**config.mk**
```make
export PLATFORM = sky130hd
export DESIGN_NAME = addsub_serial
export DESIGN_NICKNAME = d
export VERILOG_FILES = /design/src/rtl/addsub_pkg.sv /design/src/rtl/addsub_digit.sv /design/src/rtl/addsub_serial.sv
export SDC_FILE = /design/constraint.sdc
export NUM_CORES = 1
export LEC_CHECK = 0
export ABC_AREA = 1
export ABC_CLOCK_PERIOD_IN_PS = 1400
export CELL_PAD_IN_SITES_DETAIL_PLACEMENT = 2
export CELL_PAD_IN_SITES_GLOBAL_PLACEMENT = 2
export CORE_ASPECT_RATIO = 0.9
export CORE_UTILIZATION = 28
export CTS_BUF_LIST = sky130_fd_sc_hd__clkbuf_8 sky130_fd_sc_hd__clkbuf_16
export DETAILED_ROUTE_END_ITERATION = 16
export GPL_TIMING_DRIVEN = 0
export PLACE_DENSITY_LB_ADDON = 0.1
export SLEW_MARGIN = 25
export SYNTH_ARGS = -nofsm -noshare
export SYNTH_HDL_FRONTEND = slang
export SYNTH_SLANG_ARGS = --single-unit
export TNS_END_PERCENT = 20
```
**constraint.sdc**
```tcl
create_clock -name clk -period 1.4 [get_ports clk]
set_clock_uncertainty 0.1 [all_clocks]
set_input_delay 0.21 -clock clk [delete_from_list [all_inputs] [get_ports clk]]
set_output_delay 0.21 -clock clk [all_outputs]
set_load 0.01 [all_outputs]
```
**src/rtl/addsub_pkg.sv**
```systemverilog
// Shared definitions for the serial add/subtract unit.
//   state_t : controller states (IDLE, RUN, DONE)
//   OP_ADD / OP_SUB : encoding of the s_op input
package addsub_pkg;

    typedef enum logic [1:0] {
        IDLE = 2'd0,
        RUN  = 2'd1,
        DONE = 2'd2
    } state_t;

    localparam logic OP_ADD = 1'b0;
    localparam logic OP_SUB = 1'b1;

endpackage

```
**src/rtl/addsub_digit.sv**
```systemverilog
// Combinational DIGIT-bit ripple add/subtract slice.
// Each bit is a full-adder cell whose B input is XORed with s_op, so
// with s_op=1 and c_in=1 the slice computes a - b (two's complement).
// Ports:
//   a_d      in  DIGIT  operand A digit
//   b_d      in  DIGIT  operand B digit (inverted internally when s_op=1)
//   s_op     in  1      0 = add, 1 = subtract
//   c_in     in  1      carry into bit 0 of the digit
//   s_d      out DIGIT  sum digit
//   c_out    out 1      carry out of the top bit of the digit
//   c_msb_in out 1      carry into the top bit (for signed overflow)
module addsub_digit #(
    parameter int DIGIT = 1
) (
    input  logic [DIGIT-1:0] a_d,
    input  logic [DIGIT-1:0] b_d,
    input  logic             s_op,
    input  logic             c_in,
    output logic [DIGIT-1:0] s_d,
    output logic             c_out,
    output logic             c_msb_in
);

    logic [DIGIT:0] w_c;

    assign w_c[0] = c_in;

    generate
        for (genvar gi = 0; gi < DIGIT; gi++) begin : g_fa
            logic w_bx;
            logic w_p;
            assign w_bx        = b_d[gi] ^ s_op;
            assign w_p         = a_d[gi] ^ w_bx;
            assign s_d[gi]     = w_p ^ w_c[gi];
            assign w_c[gi + 1] = (a_d[gi] & w_bx) | (w_c[gi] & w_p);
        end
    endgenerate

    assign c_out    = w_c[DIGIT];
    assign c_msb_in = w_c[DIGIT-1];

endmodule

```
**src/rtl/addsub_serial.sv**
```systemverilog
// Multi-cycle two's-complement adder/subtractor. A WIDTH-bit operand pair
// is processed DIGIT bits per clock, least significant digit first, taking
// N = WIDTH/DIGIT RUN cycles followed by a one-cycle DONE.
// Optional build macro ADDSUB_SAT_EN: when defined, an overflowing result
// saturates to the most positive / most negative value; otherwise it wraps.
// Ports:
//   clk    in  1      clock, rising edge
//   rst_n  in  1      asynchronous active-low reset
//   start  in  1      request, sampled in IDLE or DONE only
//   a, b   in  WIDTH  operands, captured on an accepted start
//   cin    in  1      carry-in (add) / borrow-in (subtract)
//   s_op   in  1      0 = a+b+cin, 1 = a-b-cin
//   busy   out 1      high while digits are being processed
//   done   out 1      one-cycle pulse when result/flags update
//   result out WIDTH  sum or difference, held until next completion
//   cout   out 1      raw carry out of the MSB (subtract: 1 = no borrow)
//   ovf    out 1      signed overflow
// WIDTH must be at least 2 and a multiple of DIGIT.
module addsub_serial
    import addsub_pkg::*;
#(
    parameter int WIDTH = 8,
    parameter int DIGIT = 1
) (
    input  logic             clk,
    input  logic             rst_n,
    input  logic             start,
    input  logic [WIDTH-1:0] a,
    input  logic [WIDTH-1:0] b,
    input  logic             cin,
    input  logic             s_op,
    output logic             busy,
    output logic             done,
    output logic [WIDTH-1:0] result,
    output logic             cout,
    output logic             ovf
);

    localparam int N  = WIDTH / DIGIT;
    localparam int CW = (N > 1) ? $clog2(N) : 1;
    localparam logic [CW-1:0] LAST_CNT = CW'(N - 1);

    state_t r_state;
    state_t w_state_next;

    logic [WIDTH-1:0] r_a;
    logic [WIDTH-1:0] r_b;
    logic [WIDTH-1:0] r_sum;
    logic             r_sop;
    logic             r_carry;
    logic [CW-1:0]    r_cnt;
    logic [WIDTH-1:0] r_result;
    logic             r_cout;
    logic             r_ovf;

    logic             w_accept;
    logic             w_last;
    logic [DIGIT-1:0] w_s_d;
    logic             w_c_out;
    logic             w_c_msb_in;
    logic             w_ovf;
    logic [WIDTH-1:0] w_sum_next;
    logic [WIDTH-1:0] w_result_next;

    // A request is honoured in IDLE and in DONE (back-to-back); never in RUN.
    assign w_accept = start && ((r_state == IDLE) || (r_state == DONE));
    assign w_last   = (r_state == RUN) && (r_cnt == LAST_CNT);

    addsub_digit #(
        .DIGIT (DIGIT)
    ) u_digit (
        .a_d      (r_a[DIGIT-1:0]),
        .b_d      (r_b[DIGIT-1:0]),
        .s_op     (r_sop),
        .c_in     (r_carry),
        .s_d      (w_s_d),
        .c_out    (w_c_out),
        .c_msb_in (w_c_msb_in)
    );

    // New digits enter at the top of the sum register and move down, so after
    // N digits the first (least significant) digit sits at bit 0.
    generate
        if (N == 1) begin : g_sum_single
            assign w_sum_next = w_s_d;
        end else begin : g_sum_shift
            assign w_sum_next = {w_s_d, r_sum[WIDTH-1:DIGIT]};
        end
    endgenerate

    // Only meaningful on the final digit, where the slice top bit is the MSB.
    assign w_ovf = w_c_out ^ w_c_msb_in;

`ifdef ADDSUB_SAT_EN
    // On the final digit the operand register has shifted the top digit of A
    // down to the bottom, so r_a[DIGIT-1] is A's sign bit. When overflow
    // occurs the true result has the sign of A.
    always_comb begin
        w_result_next = w_sum_next;
        if (w_ovf) begin
            if (r_a[DIGIT-1]) begin
                w_result_next = {1'b1, {(WIDTH-1){1'b0}}};
            end else begin
                w_result_next = {1'b0, {(WIDTH-1){1'b1}}};
            end
        end
    end
`else
    assign w_result_next = w_sum_next;
`endif

    // State register
    always_ff @(posedge clk or negedge rst_n) begin
        if (!rst_n) begin
            r_state <= IDLE;
        end else begin
            r_state <= w_state_next;
        end
    end

    // Next-state logic
    always_comb begin
        w_state_next = r_state;
        case (r_state)
            IDLE: begin
                if (start) begin
                    w_state_next = RUN;
                end
            end
            RUN: begin
                if (r_cnt == LAST_CNT) begin
                    w_state_next = DONE;
                end
            end
            DONE: begin
                if (start) begin
                    w_state_next = RUN;
                end else begin
                    w_state_next = IDLE;
                end
            end
            default: begin
                w_state_next = IDLE;
            end
        endcase
    end

    // Datapath: operand capture, digit shifting, carry, counter, result/flags
    always_ff @(posedge clk or negedge rst_n) begin
        if (!rst_n) begin
            r_a      <= '0;
            r_b      <= '0;
            r_sum    <= '0;
            r_sop    <= 1'b0;
            r_carry  <= 1'b0;
            r_cnt    <= '0;
            r_result <= '0;
            r_cout   <= 1'b0;
            r_ovf    <= 1'b0;
        end else if (w_accept) begin
            r_a     <= a;
            r_b     <= b;
            r_sop   <= s_op;
            // Subtract is a + ~b + 1 - borrow, hence the carry seed cin ^ s_op.
            r_carry <= cin ^ s_op;
            r_cnt   <= '0;
        end else if (r_state == RUN) begin
            r_a     <= r_a >> DIGIT;
            r_b     <= r_b >> DIGIT;
            r_sum   <= w_sum_next;
            r_carry <= w_c_out;
            r_cnt   <= r_cnt + 1'b1;
            if (w_last) begin
                r_result <= w_result_next;
                r_cout   <= w_c_out;
                r_ovf    <= w_ovf;
            end
        end
    end

    assign busy   = (r_state == RUN);
    assign done   = (r_state == DONE);
    assign result = r_result;
    assign cout   = r_cout;
    assign ovf    = r_ovf;

endmodule
```
==> results.sh <==
export IMPL_status="complete, but fails checks"
export IMPL_violations="setup timing"
export IMPL_synth_xor_area_share_pct=0.447
export IMPL_io_pins=33
export IMPL_synth_compound_area_share_pct=6.83
export IMPL_fill_cells=752
export IMPL_yosys_area_share_simple_pct=28.7
export IMPL_final_max_slew_viol_count=0
export IMPL_num_vias=1629
export IMPL_min_path_type="in -> reg"
export IMPL_worst_slew_margin_rel_pct=75.7
export IMPL_route_detailed_drc=0
export IMPL_cts_sinks=40
export IMPL_drtAntennaViolNets=0
export IMPL_fin_crit_ns=1.42
export IMPL_seq_area_mm2=0.00100
export IMPL_multi_input_area_um2=810
export IMPL_finalCritPeriodShare_pct=102
export IMPL_grt_antenna_before_repair=0
export IMPL_met1Wirelength_mm=2.31
export IMPL_ys_top_cells_by_area="dfrtp_1 51%, nand2_1 17%, inv_1 6.1%"
export IMPL_holdWs_ns=0.254
export IMPL_design_area_mm2=0.00267
export IMPL_worstPathArrival_ns=1.51
export IMPL_grt_pass1_vias=1765
export IMPL_synth_top_cell_area_share_pct=51.1
export IMPL_synthesis_area_mm2=0.00196
export IMPL_synth_top_family_by_area="simple AND/OR/NAND/NOR gates"
export IMPL_worstMarginPinSlew_ns=0.365
export IMPL_drt_vias_per_instance=4.38
export IMPL_syn_inst=229
export IMPL_clk_pin_slew_worst_paths_ns=0.08
export IMPL_cp_end_kind="register"
export IMPL_leakagePower_nw=1.38
export IMPL_powerDensity_mw_per_mm2=2220
export IMPL_worstPathMaxFanout=2
export IMPL_numPortBuffers=31
export IMPL_start_kind="register"
export IMPL_cp_data_required_time_ns=1.49
export IMPL_setup_violations=5
export IMPL_layout_cells_non_filler=372
export IMPL_place_area_mm2=0.00240
export IMPL_synthMuxAreaShare_pct=0
export IMPL_dr_pass1_iters=4
export IMPL_rows=28
export IMPL_clk_path_buf_depth=2
export IMPL_core_area_mm2=0.00666
export IMPL_rsz0062_at_grt="true"
export IMPL_hold_violations=0
export IMPL_fp_dieW_um=90.2
export IMPL_clockRootBuffer="clkbuf_8"
export IMPL_overflow=0
export IMPL_netlist_top_cell_by_area="dfrtp_1"
export IMPL_wl_per_cell_um=13.4
export IMPL_synth_seq_cells=40
export IMPL_post_place_ws_ns=-0.274
export IMPL_syn_nets=253
export IMPL_post_dp_hpwl_mm=3.43
export IMPL_wirelength_mm=4.98
export IMPL_cap_violations=0
export IMPL_dr_wl_met2_mm=2.46
export IMPL_die_area_mm2=0.00734
export IMPL_drive_above_1_share_pct=21.3
export IMPL_cts_made_buffers=5
export IMPL_start_util_pct=29.5
export IMPL_clk_latency_ns=0.29
export IMPL_crit_slowest_cell="fa_2"
export IMPL_die_h_um=81.4
export IMPL_synth_fa_ha_area_share_pct=2.30
export IMPL_peakVddDrop_v=0.000684
export IMPL_synth_seq_area_share_pct=51.1
export IMPL_grt_max_degree=28
export IMPL_nets=305
export IMPL_synth_cell_type_count=21
export IMPL_timing_final_ws_setup_ns=-0.0214
export IMPL_htreeDepth=2
export IMPL_ys_warn_count=0
export IMPL_cpPeakStageDelay_ns=0.58
export IMPL_tritoncts="done"
export IMPL_power_mw=5.94
export IMPL_routabilityCongestion=0.684
export IMPL_synthToLayoutAreaGrowth_pct=36.1
export IMPL_dr_max_layer_used="met4"
export IMPL_grt_pass1_wl_mm=8.56
export IMPL_route_met3_wl_um=147
export IMPL_worstPathCellList="xnor2_2, fa_2, o21ai_2"
export IMPL_critPathKind="reg -> reg"
export IMPL_clock_fmax_mhz=704
export IMPL_syn_avg_cell_area_um2=8.56
export IMPL_drtIter0Drc=54
export IMPL_n_antenna_cell=0
export IMPL_placed_cells=351
export IMPL_track_usage_pct=15.1
cells by family after synthesis:
logic type / count (synthesis)
DFF: 40
xor gates and xnor gates: 1
buffers and inverters: 42
AOI/OAI and AO/OA: 20
and+or+nand+nor: 123
adders and majority gates: 3
cell usage in the layout, fill, tap and decap left out, types with 2 or more instances in the layout:
| cell type | count |
|---|---|
| buf_2 | 3 |
| nor2_4 | 2 |
| inv_1 | 32 |
| nand2_8 | 4 |
| nand2_1 | 89 |
| buf_6 | 3 |
| o21ai_0 | 9 |
| clkbuf_8 | 6 |
| nand3_1 | 20 |
| dfrtp_1 | 39 |
| clkdlybuf4s50_1 | 18 |
| dlygate4sd2_1 | 10 |
| buf_4 | 13 |
| buf_8 | 3 |
| nor2_1 | 2 |
| o21ai_2 | 10 |
| nand2_2 | 5 |
layer usage:
metal / track usage [%] / vias to the layer above
met2: 26.8 / 24
met3: 3.18 / 5
li1: - / 801
met4: 5.32 / 0
met5: 0 / -
met1: 18.3 / 799
cells in the mapped netlist:
| cell | count |
|---|---|
| inv_4 | 2 |
| nand2_4 | 2 |
| inv_8 | 1 |
| ha_1 | 2 |
| o21ai_0 | 10 |
| nand2_8 | 2 |
| nor2_1 | 4 |
| nor2_8 | 1 |
| buf_12 | 1 |
| nand3_1 | 20 |
| buf_4 | 1 |
| dfrtp_1 | 40 |
| a21oi_1 | 1 |
| o21ai_2 | 9 |
| xnor2_1 | 1 |
| buf_2 | 3 |
| buf_6 | 2 |
| inv_1 | 32 |
| fa_1 | 1 |
| nand2_1 | 89 |
| nand2_2 | 5 |
timing repair:
action / CTS / global route
gates resized for setup: 39 / 11
pin swaps: 4 / 9
hold endpoints to repair: 13 / 0
endpoints found under the setup margin: 33 / 25
gates cloned: 0 / 1
setup buffers: 2 / 11
hold buffers: 1 / 0
worst max-delay path: cells and delay by family (launching register included):
family                     cells  cell delay [ns]
xor gates and xnor gates       1             0.17
adders and majority gates      1             0.58
DFF                            1             0.42
AOI/OAI and AO/OA              1             0.05
power by group:
| group | switching (mW) | internal, mW | total (mW) |
|---|---|---|---|
| registers | 0.318 | 1.69 | 2.01 |
| clock network | 0.431 | 0.394 | 0.825 |
| logic | 1.72 | 1.38 | 3.10 |
| total | 2.47 | 3.47 | 5.94 |
cell type report:
cell class | count | area share [%]
tap | 90 | 4.22
clock buffer | 6 | 3.09
clock inverter | 2 | 0.422
multi-input combinational | 147 | 30.3
sequential | 40 | 37.6
buffer | 5 | 1.64
inverter | 35 | 6.05
timing repair buffer | 47 | 16.7
per-stage QoR:
stage | utilization, % | TNS [ns]
6_report | 40.1 | -0.0810
5_1_grt | 40.1 | -0.463
4_1_cts | 38.6 | -0.212
3_5_place_dp | 36.0 | -1.73
3_3_place_gp | 35.8 | -49.30
2_1_floorplan | - | 0
flip-flops by register name (all words and copies together), names as in the netlist:
signal	count
r_cnt	3
result	8
ovf	1
r_b	8
r_state	2
r_carry	1
cout	1
r_a	8
r_sum	7
r_sop	1
path summary, 6_finish.rpt:
path / startpoint / endpoint / slack (ns) / cells after the start
max: r_b[0] / r_sum[7] / -0.02 / 3
min: start / r_b[2] / 0.25 / 4
max reg2reg: r_b[0] / r_sum[7] / -0.02 / 3
min reg2reg: ovf / ovf / 0.38 / 2
max in group asynchronous: rst_n / r_state[1] / 0.46 / 3
min in group asynchronous: rst_n / result[7] / 0.26 / 2
No activity file was read; power rests on OpenSTA's default activity.
